**src/rtl/mmio_uart_pkg.sv**
```systemverilog
// Shared register map, STATUS bit positions and shifter state encoding
// for the memory-mapped UART transmitter.
package mmio_uart_pkg;

    localparam logic [3:0] OFF_STATUS = 4'h0;
    localparam logic [3:0] OFF_DATA   = 4'h4;
    localparam logic [3:0] OFF_DIV    = 4'h8;
    localparam logic [3:0] OFF_RSVD   = 4'hC;

    localparam int ST_BUSY    = 0;
    localparam int ST_FULL    = 1;
    localparam int ST_EMPTY   = 2;
    localparam int ST_OVF     = 3;
    localparam int ST_CNT_LSB = 4;
    localparam int CNT_W      = 5;

    typedef enum logic [1:0] {
        S_IDLE  = 2'd0,
        S_START = 2'd1,
        S_DATA  = 2'd2,
        S_STOP  = 2'd3
    } tx_state_e;

endpackage

```
**src/rtl/tx_fifo.sv**
```systemverilog
// Byte FIFO feeding the UART shifter. A push while full is dropped even
// when a pop happens on the same edge.
module tx_fifo #(
    parameter int DEPTH = 4,
    parameter int AW    = $clog2(DEPTH)
) (
    input  logic         clk,
    input  logic         reset,
    input  logic         push,
    input  logic [7:0]   wdata,
    input  logic         pop,
    output logic [7:0]   rdata,
    output logic         full,
    output logic         empty,
    output logic [AW:0]  count
);

    logic [7:0]    mem_q [DEPTH];
    logic [AW-1:0] wptr_q, rptr_q;
    logic [AW:0]   count_q;
    logic          do_push, do_pop;

    assign full    = (count_q == (AW+1)'(DEPTH));
    assign empty   = (count_q == '0);
    assign count   = count_q;
    assign rdata   = mem_q[rptr_q];
    assign do_push = push && !full;
    assign do_pop  = pop && !empty;

    always_ff @(posedge clk) begin
        if (do_push) mem_q[wptr_q] <= wdata;
    end

    always_ff @(posedge clk or posedge reset) begin
        if (reset) begin
            wptr_q  <= '0;
            rptr_q  <= '0;
            count_q <= '0;
        end else begin
            if (do_push) wptr_q <= wptr_q + 1'b1;
            if (do_pop)  rptr_q <= rptr_q + 1'b1;
            case ({do_push, do_pop})
                2'b10:   count_q <= count_q + 1'b1;
                2'b01:   count_q <= count_q - 1'b1;
                default: count_q <= count_q;
            endcase
        end
    end

endmodule

```
**src/rtl/mmio_uart_tx.sv**
```systemverilog
// Memory-mapped UART transmitter: 16-byte register window, byte FIFO and
// an 8N1 shifter whose bit time is latched from DIV at frame start.
module mmio_uart_tx
    import mmio_uart_pkg::*;
#(
    parameter int          DEPTH     = 4,
    parameter int          DIV_RESET = 16,
    parameter logic [31:0] BASE      = 32'hFFFF0000
) (
    input  logic        clk,
    input  logic        reset,
    input  logic        MemWrite,
    input  logic [31:0] addr,
    input  logic [31:0] WriteData,
    output logic [31:0] ReadData,
    output logic        tx,
    output logic        busy
);

    localparam int AW = $clog2(DEPTH);

    logic        sel;
    logic [3:0]  offset;
    logic        wr_status, wr_data, wr_div;
    logic        fifo_full, fifo_empty, fifo_pop;
    logic [7:0]  fifo_rdata;
    logic [AW:0] fifo_count;

    logic [15:0] div_q, div_d;
    logic        ovf_q, ovf_d;

    tx_state_e   state_q;
    logic        tx_q;
    logic [15:0] timer_q, div_lat_q;
    logic [7:0]  shift_q;
    logic [2:0]  bitcnt_q;

    logic        unused_bits;
    assign unused_bits = ^{addr[1:0], WriteData[31:16]};

    assign sel       = (addr[31:4] == BASE[31:4]);
    assign offset    = {addr[3:2], 2'b00};
    assign wr_status = MemWrite && sel && (offset == OFF_STATUS);
    assign wr_data   = MemWrite && sel && (offset == OFF_DATA);
    assign wr_div    = MemWrite && sel && (offset == OFF_DIV);

    // The shifter drains the FIFO head on the edge it leaves IDLE.
    assign fifo_pop = (state_q == S_IDLE) && !fifo_empty;

    tx_fifo #(.DEPTH(DEPTH)) u_fifo (
        .clk   (clk),
        .reset (reset),
        .push  (wr_data),
        .wdata (WriteData[7:0]),
        .pop   (fifo_pop),
        .rdata (fifo_rdata),
        .full  (fifo_full),
        .empty (fifo_empty),
        .count (fifo_count)
    );

    always_comb begin
        div_d = div_q;
        ovf_d = ovf_q;
        if (wr_div)
            div_d = (WriteData[15:0] == 16'd0) ? 16'd1 : WriteData[15:0];
        if (wr_data && fifo_full)
            ovf_d = 1'b1;
        else if (wr_status)
            ovf_d = 1'b0;
    end

    always_ff @(posedge clk or posedge reset) begin
        if (reset) begin
            div_q <= 16'(DIV_RESET);
            ovf_q <= 1'b0;
        end else begin
            div_q <= div_d;
            ovf_q <= ovf_d;
        end
    end

    always_ff @(posedge clk or posedge reset) begin
        if (reset) begin
            state_q   <= S_IDLE;
            tx_q      <= 1'b1;
            timer_q   <= '0;
            div_lat_q <= '0;
            shift_q   <= '0;
            bitcnt_q  <= '0;
        end else begin
            case (state_q)
                S_IDLE: begin
                    if (!fifo_empty) begin
                        shift_q   <= fifo_rdata;
                        timer_q   <= div_q;
                        div_lat_q <= div_q;
                        state_q   <= S_START;
                        tx_q      <= 1'b0;
                    end
                end
                S_START: begin
                    if (timer_q == 16'd1) begin
                        timer_q  <= div_lat_q;
                        bitcnt_q <= '0;
                        state_q  <= S_DATA;
                        tx_q     <= shift_q[0];
                    end else begin
                        timer_q <= timer_q - 16'd1;
                    end
                end
                S_DATA: begin
                    if (timer_q == 16'd1) begin
                        timer_q <= div_lat_q;
                        if (bitcnt_q == 3'd7) begin
                            state_q <= S_STOP;
                            tx_q    <= 1'b1;
                        end else begin
                            bitcnt_q <= bitcnt_q + 3'd1;
                            shift_q  <= shift_q >> 1;
                            tx_q     <= shift_q[1];
                        end
                    end else begin
                        timer_q <= timer_q - 16'd1;
                    end
                end
                S_STOP: begin
                    if (timer_q == 16'd1) begin
                        timer_q <= '0;
                        state_q <= S_IDLE;
                        tx_q    <= 1'b1;
                    end else begin
                        timer_q <= timer_q - 16'd1;
                    end
                end
                default: begin
                    state_q <= S_IDLE;
                    tx_q    <= 1'b1;
                end
            endcase
        end
    end

    assign tx   = tx_q;
    assign busy = (state_q != S_IDLE) || !fifo_empty;

    always_comb begin
        ReadData = '0;
        if (sel) begin
            case (offset)
                OFF_STATUS: begin
                    ReadData[ST_BUSY]  = busy;
                    ReadData[ST_FULL]  = fifo_full;
                    ReadData[ST_EMPTY] = fifo_empty;
                    ReadData[ST_OVF]   = ovf_q;
                    ReadData[ST_CNT_LSB +: CNT_W] = CNT_W'(fifo_count);
                end
                OFF_DIV:  ReadData[15:0] = div_q;
                default:  ReadData = '0;
            endcase
        end
    end

endmodule
```
**config.mk**
```make
export PLATFORM = sky130hd
export DESIGN_NAME = mmio_uart_tx
export DESIGN_NICKNAME = d
export VERILOG_FILES = /design/src/rtl/mmio_uart_pkg.sv /design/src/rtl/tx_fifo.sv /design/src/rtl/mmio_uart_tx.sv
export SDC_FILE = /design/constraint.sdc
export NUM_CORES = 1
export LEC_CHECK = 0
export CORE_UTILIZATION = 53
export DETAILED_ROUTE_END_ITERATION = 16
export GPL_ROUTABILITY_DRIVEN = 0
export GPL_TIMING_DRIVEN = 0
export PLACE_DENSITY = 0.81
export SLEW_MARGIN = 10
export SYNTH_ARGS = -nofsm -noshare
export SYNTH_HDL_FRONTEND = slang
export SYNTH_HIERARCHICAL = 1
export SYNTH_SLANG_ARGS = --single-unit
```
**constraint.sdc**
```tcl
create_clock -name clk -period 2.9 [get_ports clk]
set_input_delay 0.29 -clock clk [delete_from_list [all_inputs] [get_ports clk]]
set_output_delay 0.29 -clock clk [all_outputs]
set_load 0.02 [all_outputs]
```
==> flow_summary.yaml <==
timing:
  whs_ps: 205.2
  skew_ps: 14.56
  rsz0062_at_grt: "false"
  final_hold_viol_count: 0
  finalWorstSetupSlack_ps: 96.18
  worst_pin_slew_ps: 874.9
  layout_min_cycle_time_ps: 2804
  clock.fmax_mhz: 356.7
  max_slew_margin_pct: 41.54
  fin_crit_sh_pct: 96.68
  setup_viol: 0
  slew_violations: 0
worst_setup_path:
  path_buf_inv: 3
  criticalPathCategory: "flop to primary output"
  worstSetupStartpointType: "flop"
  path_cells: "nor3_4 > buf_6 > buf_4 > mux2i_1 > nor2_1 > clkdlybuf4s50_1"
  cp_data_arrival_time_ps: 2510
  crit_path_top_delay_cell: "clkdlybuf4s50_1"
  critPathCaptureType: "primary output"
  worstReg2RegStart: "state_q[1]"
  required_ps: 2610
  crit_path_max_incr_delay_ps: 620
  critPathLaunch: "u_fifo/count[2]"
  path_max_fanout: 10
  cp_top_family: "buffers and inverters"
pwr:
  p_per_area_nw_per_um2: 416.0
  p_int_mw: 2.010
  seq_power_share_pct: 58.0
  ir_worst_vdd_v: 0.0003035
  p_sw_uw: 696.4
  pwr-share-comb_pct: 8.0
  p_clk_share_pct: 34.0
  swShare_pct: 25.73
  p_leak_nw: 2.679
global_route:
  antenna_found_initial: 0
  grt_pass1_vias: 4135
  grt_pass1_wl_um: 21060
  gr-usage-all-layers_pct: 26.75
  grt_max_degree: 64
  grt_overflow: 0
die:
  core_area_um2: 9774
  die_h_um: 102.5
  die_x_um: 102.5
  start_util_pct: 54.79
  io_pins: 101
  num_rows: 36
  dieArea_um2: 10510
yosys:
  synth_area_leader_cell: "dfrtp_1"
  synth-compound-area-share_pct: 12.17
  ys_async_sr_fraction_pct: 68.63
  synth_ff_type: "dfrtp_1"
  synth_mux_area_share_pct: 14.53
  yosysUniqueCellTypes: 63
  ys_seq_area_share_pct: 50.70
  synthAdderAreaFrac_pct: 3.411
  netlist_area_um2: 5355
  yosysTopAreaCellShare_pct: 31.78
  ys_ff_latch: 102
  ys_warn_count: 6
  synth.area.top_cells: "dfrtp_1 32%, edfxtp_1 18%, mux2_2 7.1%"
  synth.avg_cell_area_um2: 11.95
  netlist_instances: 448
  synth_edf_count: 32
  synth_top_family_by_area: "multiplexers"
  synth_xor_area_share_pct: 2.453
  yosys.area_share.simple_pct: 11.17
clock_network:
  clk_pin_slew_worst_paths_ps: 110
  clk_latency_ps: 390
  cts_root_buffer: "clkbuf_8"
  hold_buffers: 0
  tritoncts: "done"
  clockBufferDepth: 2
  numCtsBuffers: 9
  h-tree-depth: 3
  clock-sinks: 102
place:
  hpwlAfterDp_um: 8972
  place_ws_ps: -373.7
  io_buffer_count: 65
  place_area_um2: 6231
cells_and_area:
  finalNetCount: 621
  mostFrequentLayoutCell: "dfrtp_1"
  area_growth_pct: 21.50
  drive_gt1_share_pct: 19.82
  diodes: 0
  fin_area_um2: 6506
  layout_common_cells: "67 x dfrtp_1, 63 x clkdlybuf4s50_1, 34 x mux2_2"
drt:
  routed_wirelength_um: 12730
  vias: 4063
  post_drt_wl_per_cell_um: 18.78
  viasPerCell: 5.993
  first_iter_violations: 286
  postRouteAntennaNets: 0
  dr.pass1.iters: 5
  drc: 0
outcome:
  status: "finished clean"
hold_path:
  hold_path.class: "primary input to asynchronous set/reset pin"
job:
  maxCapViolCount: 0
-- synth_stat cells, types with 9 or more instances --
| cell type | n |
|---|---|
| o21ai_0 | 11 |
| buf_4 | 16 |
| dfrtp_1 | 68 |
| and2_1 | 9 |
| xnor2_1 | 10 |
| mux2i_1 | 20 |
| inv_1 | 18 |
| nor2_1 | 22 |
| a21oi_1 | 23 |
| clkbuf_1 | 12 |
| nand2_1 | 12 |
| mux2_2 | 34 |
| ha_1 | 13 |
| edfxtp_1 | 32 |
-- flip-flops by register name (all words and copies together) (netlist names) --
name           cells
tx                 1
ovf_q              1
u_fifo/wptr_q      2
bitcnt_q           3
shift_q            8
state_q            2
timer_q           16
div_q             16
div_lat_q         16
u_fifo/rptr_q      2
u_fifo/mem_q      32
u_fifo/count       3
-- layout make-up --
class,count,area [um2]
Buffer,39,245.2
Clock buffer,9,123.9
Clock inverter,7,83.83
Fill cell,739,3268
Inverter,18,70.07
Multi-Input combinational cell,304,2437
Sequential cell,102,2716
Tap cell,133,166.4
Timing Repair Buffer,66,663.1
-- cell families (layout without fill, tap and decap cells) --
family	after synthesis	after routing
AOI/OAI and AO/OA	95	95
and+or+nand+nor	101	101
muxes	63	63
DFF	102	102
buffers and inverters	57	139
xor gates and xnor gates	15	15
other	1	16
adders and majority gates	14	14
-- power by group through the flow --
stage	Combinational (mW)	Clock [mW]	Sequential, mW
2_1_floorplan	0.122	0	1.59
3_3_place_gp	0.207	0	1.60
3_5_place_dp	0.213	0	1.60
4_1_cts	0.217	0.929	1.57
5_1_grt	0.243	0.988	1.58
6_report	0.217	0.920	1.57
-- metal layers --
metal  wire, um  track usage, %  part of all wire (%)  up-vias
met4        289           10.99                   2.3        0
met2       6379           43.90                    50      199
li1           -               -                     -     1835
met3        901           6.169                   7.1       28
met5          0               0                     0        -
met1       5162           34.36                    41     2001
-- timing repair --
item / in CTS / in global routing
endpoints found under the setup margin: 12 / 12
gates resized for setup: 9 / 12
hold endpoints to repair: 0 / 0
pin swaps: 1 / 1
setup buffers: 0 / 1
-- final timing paths --
| path | slack (ps) | cells past startpoint | to |
|---|---|---|---|
| max in group asynchronous | 1950 | 2 | ovf_q |
| setup / recovery | 100 | 6 | ReadData[2] |
| hold / removal | 210 | 2 | u_fifo/wptr_q[1] |
| setup reg to reg | 220 | 12 | u_fifo/count[2] |
| min in group clk | 520 | 1 | div_lat_q[0] |
| hold reg to reg | 520 | 1 | div_lat_q[0] |
-- stage by stage --
step	setup TNS, ps	util, %	power [mW]	std cells
detailed placement	-1844	63.75	1.813	661
floorplan	0	-	1.711	463
global placement	-7488	63.72	1.803	661
finish	0	66.56	2.707	678
CTS	0	66.18	2.716	677
global route	0	66.56	2.809	678
Note: power is estimated with default switching activity, not from simulation.
